`config.mk`:
```
export PLATFORM = sky130hd
export DESIGN_NAME = imm_arith_exec
export DESIGN_NICKNAME = d
export VERILOG_FILES = /design/src/rtl/opcode_type_pkg.sv /design/src/rtl/imm_arith_exec_alu.sv /design/src/rtl/imm_arith_exec.sv
export SDC_FILE = /design/constraint.sdc
export NUM_CORES = 1
export LEC_CHECK = 0
export BUFFER_PORTS_ARGS = -buffer_cell sky130_fd_sc_hd__buf_2
export CAP_MARGIN = 10
export CORE_MARGIN = 2
export CORE_UTILIZATION = 60
export CTS_CLUSTER_SIZE = 14
export DETAILED_ROUTE_END_ITERATION = 6
export GPL_TIMING_DRIVEN = 0
export PLACE_DENSITY = 0.82
export SLEW_MARGIN = 15
export SYNTH_ARGS = -nofsm -noshare
export SYNTH_HDL_FRONTEND = slang
export SYNTH_HIERARCHICAL = 1
export SYNTH_SLANG_ARGS = --single-unit
```
`constraint.sdc`:
```
create_clock -name clk -period 4.2 [get_ports clk]
set_input_delay 0.42 -clock clk [delete_from_list [all_inputs] [get_ports clk]]
set_output_delay 0.42 -clock clk [all_outputs]
set_load 0.01 [all_outputs]
```
`src/rtl/opcode_type_pkg.sv`:
```
// Shared types for I-type arithmetic decode and execution.
// The shift implementation is selected by IMM_ARITH_BARREL_SHIFT_EN.
package opcode_type;

    localparam int IMM_WIDTH = 12;

    typedef enum logic [3:0] {
        iak_invalid = 4'd0,
        iak_addi    = 4'd1,
        iak_slti    = 4'd2,
        iak_sltiu   = 4'd3,
        iak_xori    = 4'd4,
        iak_ori     = 4'd5,
        iak_andi    = 4'd6,
        iak_slli    = 4'd7,
        iak_srli    = 4'd8,
        iak_srai    = 4'd9
    } imm_arith_kind_t;

    typedef enum logic [1:0] {
        IDLE  = 2'd0,
        SHIFT = 2'd1,
        DONE  = 2'd2
    } imm_arith_state_t;

    function automatic logic is_shift(input imm_arith_kind_t k);
        return (k == iak_slli) || (k == iak_srli) || (k == iak_srai);
    endfunction

endpackage

```
`src/rtl/imm_arith_exec_alu.sv`:
```
// Combinational single-cycle I-type ALU; also performs the shifts when
// IMM_ARITH_BARREL_SHIFT_EN is defined.
module imm_arith_alu
    import opcode_type::*;
#(
    parameter int XLEN = 32
) (
    input  imm_arith_kind_t       kind,
    input  logic [XLEN-1:0]       rs1,
    input  logic [IMM_WIDTH-1:0]  imm,
    output logic [XLEN-1:0]       result
);

    logic [XLEN-1:0] immx_s;

    assign immx_s = {{(XLEN-IMM_WIDTH){imm[IMM_WIDTH-1]}}, imm};

`ifdef IMM_ARITH_BARREL_SHIFT_EN
    localparam int SHW = $clog2(XLEN);
    logic [SHW-1:0] shamt_s;
    assign shamt_s = imm[SHW-1:0];
`endif

    // Result selection by decoded kind; unknown or invalid kinds yield zero.
    always_comb begin
        result = {XLEN{1'b0}};
        case (kind)
            iak_addi:  result = rs1 + immx_s;
            iak_slti:  result = {{(XLEN-1){1'b0}}, ($signed(rs1) < $signed(immx_s))};
            iak_sltiu: result = {{(XLEN-1){1'b0}}, (rs1 < immx_s)};
            iak_xori:  result = rs1 ^ immx_s;
            iak_ori:   result = rs1 | immx_s;
            iak_andi:  result = rs1 & immx_s;
`ifdef IMM_ARITH_BARREL_SHIFT_EN
            iak_slli:  result = rs1 << shamt_s;
            iak_srli:  result = rs1 >> shamt_s;
            iak_srai:  result = $unsigned($signed(rs1) >>> shamt_s);
`endif
            default:   result = {XLEN{1'b0}};
        endcase
    end

endmodule

```
`src/rtl/imm_arith_exec.sv`:
```
// I-type arithmetic sequencer: valid/ready in, single-cycle ALU ops, and an
// iterative 1-bit/cycle shifter (combinational when IMM_ARITH_BARREL_SHIFT_EN).
module imm_arith_exec
    import opcode_type::*;
#(
    parameter int XLEN = 32
) (
    input  logic                  clk,
    input  logic                  rst,
    input  logic                  in_valid,
    output logic                  in_ready,
    input  imm_arith_kind_t       kind,
    input  logic [XLEN-1:0]       rs1,
    input  logic [IMM_WIDTH-1:0]  imm,
    input  logic [4:0]            in_rd,
    output logic                  out_valid,
    input  logic                  out_ready,
    output logic [XLEN-1:0]       out_result,
    output logic [4:0]            out_rd,
    output logic                  out_illegal,
    output logic                  busy
);

    localparam int SHW = $clog2(XLEN);

    imm_arith_state_t state_q, state_d;
    logic             accept_s;
    logic             start_shift_s;
    logic [SHW-1:0]   shamt_s;
    logic [XLEN-1:0]  alu_result_s;
    logic [XLEN-1:0]  result_q, result_d;
    logic [4:0]       rd_q, rd_d;
    logic             illegal_q, illegal_d;

    assign in_ready = (state_q == IDLE) || ((state_q == DONE) && out_ready);
    assign accept_s = in_valid && in_ready;
    assign shamt_s  = imm[SHW-1:0];

    imm_arith_alu #(.XLEN(XLEN)) u_alu (
        .kind   (kind),
        .rs1    (rs1),
        .imm    (imm),
        .result (alu_result_s)
    );

`ifdef IMM_ARITH_BARREL_SHIFT_EN
    assign start_shift_s = 1'b0;
`else
    logic [XLEN-1:0] acc_q, acc_d, acc_shift_s;
    logic [SHW-1:0]  cnt_q, cnt_d;
    logic            left_q, left_d, arith_q, arith_d;

    assign start_shift_s = is_shift(kind) && (shamt_s != {SHW{1'b0}});
    assign acc_shift_s   = left_q ? {acc_q[XLEN-2:0], 1'b0}
                                  : {arith_q & acc_q[XLEN-1], acc_q[XLEN-1:1]};
`endif

    // State register.
    always_ff @(posedge clk) begin
        if (rst) begin
            state_q <= IDLE;
        end else begin
            state_q <= state_d;
        end
    end

    // Next-state logic.
    always_comb begin
        state_d = state_q;
        case (state_q)
            IDLE: begin
                if (accept_s) begin
                    state_d = start_shift_s ? SHIFT : DONE;
                end else begin
                    state_d = IDLE;
                end
            end
`ifndef IMM_ARITH_BARREL_SHIFT_EN
            SHIFT: begin
                if (cnt_q == {{(SHW-1){1'b0}}, 1'b1}) begin
                    state_d = DONE;
                end else begin
                    state_d = SHIFT;
                end
            end
`endif
            DONE: begin
                if (!out_ready) begin
                    state_d = DONE;
                end else if (accept_s) begin
                    state_d = start_shift_s ? SHIFT : DONE;
                end else begin
                    state_d = IDLE;
                end
            end
            default: state_d = IDLE;
        endcase
    end

    // Datapath next values: load on accept, step the shifter while in SHIFT.
    always_comb begin
        result_d  = result_q;
        rd_d      = rd_q;
        illegal_d = illegal_q;
`ifndef IMM_ARITH_BARREL_SHIFT_EN
        acc_d   = acc_q;
        cnt_d   = cnt_q;
        left_d  = left_q;
        arith_d = arith_q;
`endif
        if (accept_s) begin
            rd_d      = in_rd;
            illegal_d = (kind == iak_invalid);
`ifdef IMM_ARITH_BARREL_SHIFT_EN
            result_d  = alu_result_s;
`else
            result_d  = is_shift(kind) ? rs1 : alu_result_s;
            acc_d     = rs1;
            cnt_d     = shamt_s;
            left_d    = (kind == iak_slli);
            arith_d   = (kind == iak_srai);
        end else if (state_q == SHIFT) begin
            // result tracks acc so it holds the final value when cnt reaches 1
            acc_d    = acc_shift_s;
            cnt_d    = cnt_q - {{(SHW-1){1'b0}}, 1'b1};
            result_d = acc_shift_s;
`endif
        end else begin
            result_d = result_q;
        end
    end

    // Datapath registers.
    always_ff @(posedge clk) begin
        if (rst) begin
            result_q  <= {XLEN{1'b0}};
            rd_q      <= 5'd0;
            illegal_q <= 1'b0;
`ifndef IMM_ARITH_BARREL_SHIFT_EN
            acc_q     <= {XLEN{1'b0}};
            cnt_q     <= {SHW{1'b0}};
            left_q    <= 1'b0;
            arith_q   <= 1'b0;
`endif
        end else begin
            result_q  <= result_d;
            rd_q      <= rd_d;
            illegal_q <= illegal_d;
`ifndef IMM_ARITH_BARREL_SHIFT_EN
            acc_q     <= acc_d;
            cnt_q     <= cnt_d;
            left_q    <= left_d;
            arith_q   <= arith_d;
`endif
        end
    end

    // Output decode from registered state.
    always_comb begin
        out_valid   = (state_q == DONE);
`ifdef IMM_ARITH_BARREL_SHIFT_EN
        busy        = 1'b0;
`else
        busy        = (state_q == SHIFT);
`endif
        out_result  = result_q;
        out_rd      = rd_q;
        out_illegal = illegal_q;
    end

endmodule

```
==> reports/qor.yml <==
outcome:
  status: "finished clean"
synth:
  synth_cells: 1115
  yosys.area_share.simple_pct: 17.9
  async_flop_share_pct: 0
  synthAdderAreaFrac_pct: 15.2
  synth_edf_count: 0
  syn-num-nets: 1271
  synth_warnings: 6
  syn_area_per_cell_um2: 7.33
  yosysUniqueCellTypes: 75
  synth_xor_area_share_pct: 2.36
  ys.flop_type: "dfxtp_1"
  synth_compound_area_share_pct: 33.3
  netlist_area_um2: 8180
  synth_top_family_by_area: "compound AO/OA/AOI/OAI gates"
  synth.mux.area_fraction_pct: 3.89
  ys_ff_latch: 79
  seq_area_frac_synth_pct: 19.3
grt:
  grt_pass1_wl_um: 45500
  grt_pass1_vias: 8538
  track_usage_pct: 39.7
  grt_max_degree: 43
  grt-ovfl-total: 0
  antenna_found_initial: 0
place:
  placed_area_um2: 8880
  hpwl_um: 21800
  pre_cts_slack_ps: -322
  port-buffer-count: 96
  numPlacedInstances: 1387
  routabilityCongestion: 0.980
clocking:
  clkLatencyLatePin_ps: 340
  cts_setup_buffers: 0
  numClockSinks: 79
  cts_made_buffers: 9
  path_clk_slew_ps: 60
  htree_levels: 3
  cts_tree: "built"
  cts.path.max_buffers: 2
  cts-hold-fix-buffers: 0
  root_buffer: "clkbuf_16"
worst_setup_path:
  r2r_end: "out_result[26]"
  arrival_ps: 4240
  critical_path_class: "input port to register"
  cp-end-kind: "register"
  timing.rr.start: "state_q[0]"
  endpoint: "out_result[0]"
  cp_max_fo: 42
  crit_required_ps: 4470
  ff2ff_setup_slack_ps: 1980
  start_kind: "input port"
  r2r_cells: 5
  crit_path_start: "imm[11]"
sta:
  period_needed_ps: 3970
  tightest_slew_ps: 871
  slew_headroom_pct: 41.1
  fin_skew_ps: 6.90
  fin_ws_ps: 229
  grt_setup_unrepaired: "no"
  hold_viol_final: 0
  max_clock_freq_mhz: 252
  setup-violations-final: 0
  final_max_slew_viol_count: 0
  period_share_pct: 94.5
route:
  vias_per_cell: 6.84
  wl_per_cell_um: 21.0
  dr.pass1.iters: 7
  drc_errors: 0
  vias: 9591
  drtIter0Drc: 1504
  totalWireLength_um: 29400
  postRouteAntennaNets: 0
finish:
  synthToLayoutAreaGrowth_pct: 12.4
  layout_common_cells: "buf_2, nand2_1, ha_1, a21oi_1, o21ai_0"
  layout.cells.most_common: "buf_2"
  fin_nets: 1378
  postLayoutCoreUtil_pct: 69.1
  instances_no_fill: 1402
  final_cell_area_um2: 9190
  drive_gt1_share_pct: 14.2
  diodes: 0
power:
  leakage_nw: 3.95
  ir_drop_uv: 277
  p_per_area_nw_per_um2: 277
  total_power_mw: 2.54
floorplanning:
  die-area_um2: 14600
  fp.dieW_um: 121
  design.portCount: 98
  initial_core_util_pct: 61.5
  chipHeight_um: 121
  rows: 42
  core_area_um2: 13300
run:
  cap_violations: 0
min_path:
  hp-class: "input port to register"
[stage by stage]
stage	hold slack [ps]	setup TNS, ps
2_1_floorplan	436	0
3_3_place_gp	440	-7510
3_5_place_dp	446	-1000
4_1_cts	315	0
5_1_grt	331	0
6_report	315	0
[power breakdown]
part           switching [mW]  total [mW]  internal [mW]
clock                   0.308       0.794          0.486
combinational           0.570       0.897          0.326
sequential             0.0434       0.853          0.809
total                   0.921        2.54           1.62
[synthesized netlist by cell type (4+ instances only)]
cell type  count  area share [%]
a31oi_1       40             3.1
nand4_1        7            0.54
nand3_1       26             1.6
a221oi_1      19             2.0
a21o_1        14             1.3
nand2_1      118             5.4
o211ai_1      25             2.3
a221o_1        6            0.73
inv_1         69             3.2
nor4_1         6            0.46
nor2_1        68             3.1
nor2b_1       24             1.8
dfxtp_1       79              19
o31ai_1        9            0.83
o22ai_1       12            0.92
a211o_1       18             1.9
mux2_2        14             1.9
buf_2         29             1.8
inv_2          4            0.18
xnor2_1       14             1.5
o21bai_1       6            0.55
nor3_1        23             1.4
clkbuf_1      46             2.1
a211oi_1      20             1.8
o21ai_0       83             5.1
a21oi_1       85             5.2
o221ai_1      18             1.9
nand2b_1      10            0.77
ha_1          98              15
buf_1          5            0.23
mux2i_1       16             2.0
o21ai_1       14            0.86
a22oi_1       16             1.5
and2_1         5            0.38
xor2_1         8            0.86
[routing by layer]
metal	wire length [µm]	GRT usage (%)	part of all wire (%)
met5	0	0	0
met1	11900	54.7	41
met3	3360	6.46	11
met2	12900	62.1	44
met4	1190	14.8	4.0
[final cells by class]
cell class              count  area, µm²
plain buffers              85        379
fillers                  1225       4110
well taps                 176        220
clock buffers              11        253
flip-flops and latches     79       1580
multi-input cells         878       5950
inverters                  73        277
repair buffers             96        483
clock inverters             4       45.0
[cells by family after synthesis]
kind of cell	Yosys count
DFF	79
and+or+nand+nor	312
adders and majority gates	99
AOI/OAI and AO/OA	415
buffers and inverters	158
muxes	30
xor gates and xnor gates	22
[state kept, by name, summed over array words and instances, names as in the netlist]
signal / count
out_result: 32
arith_q: 1
out_rd: 5
state_q: 2
out_illegal: 1
cnt_q: 5
acc_q: 32
left_q: 1
[how the worst min path moves through the flow]
stage | startpoint | endpoint | slack (ps) | cells past startpoint
detailed placement | out_rd[0] | out_rd[0] | 450 | 2
floorplan | cnt_q[3] | cnt_q[3] | 440 | 2
global route | in_rd[1] | out_rd[1] | 330 | 3
CTS | in_rd[1] | out_rd[1] | 320 | 3
global placement | out_illegal | out_illegal | 440 | 2
finish | in_rd[1] | out_rd[1] | 320 | 3
[repair_timing]
action / CTS / global route
pin swaps: 0 / 0
gates resized for setup: 1 / 2
endpoints found under the setup margin: 1 / 2
[critical path: stages]
cell	delay [ps]
clkbuf_4	260
inv_4	430
ha_1	340
clkbuf_1	240
nor4_1	690
o2111ai_1	360
a21oi_1	280
nor4_2	90
xor2_1	150
o211ai_1	260
o21ai_0	140
a211o_1	370
a31oi_1	180
(Power assumes the default switching activity.)
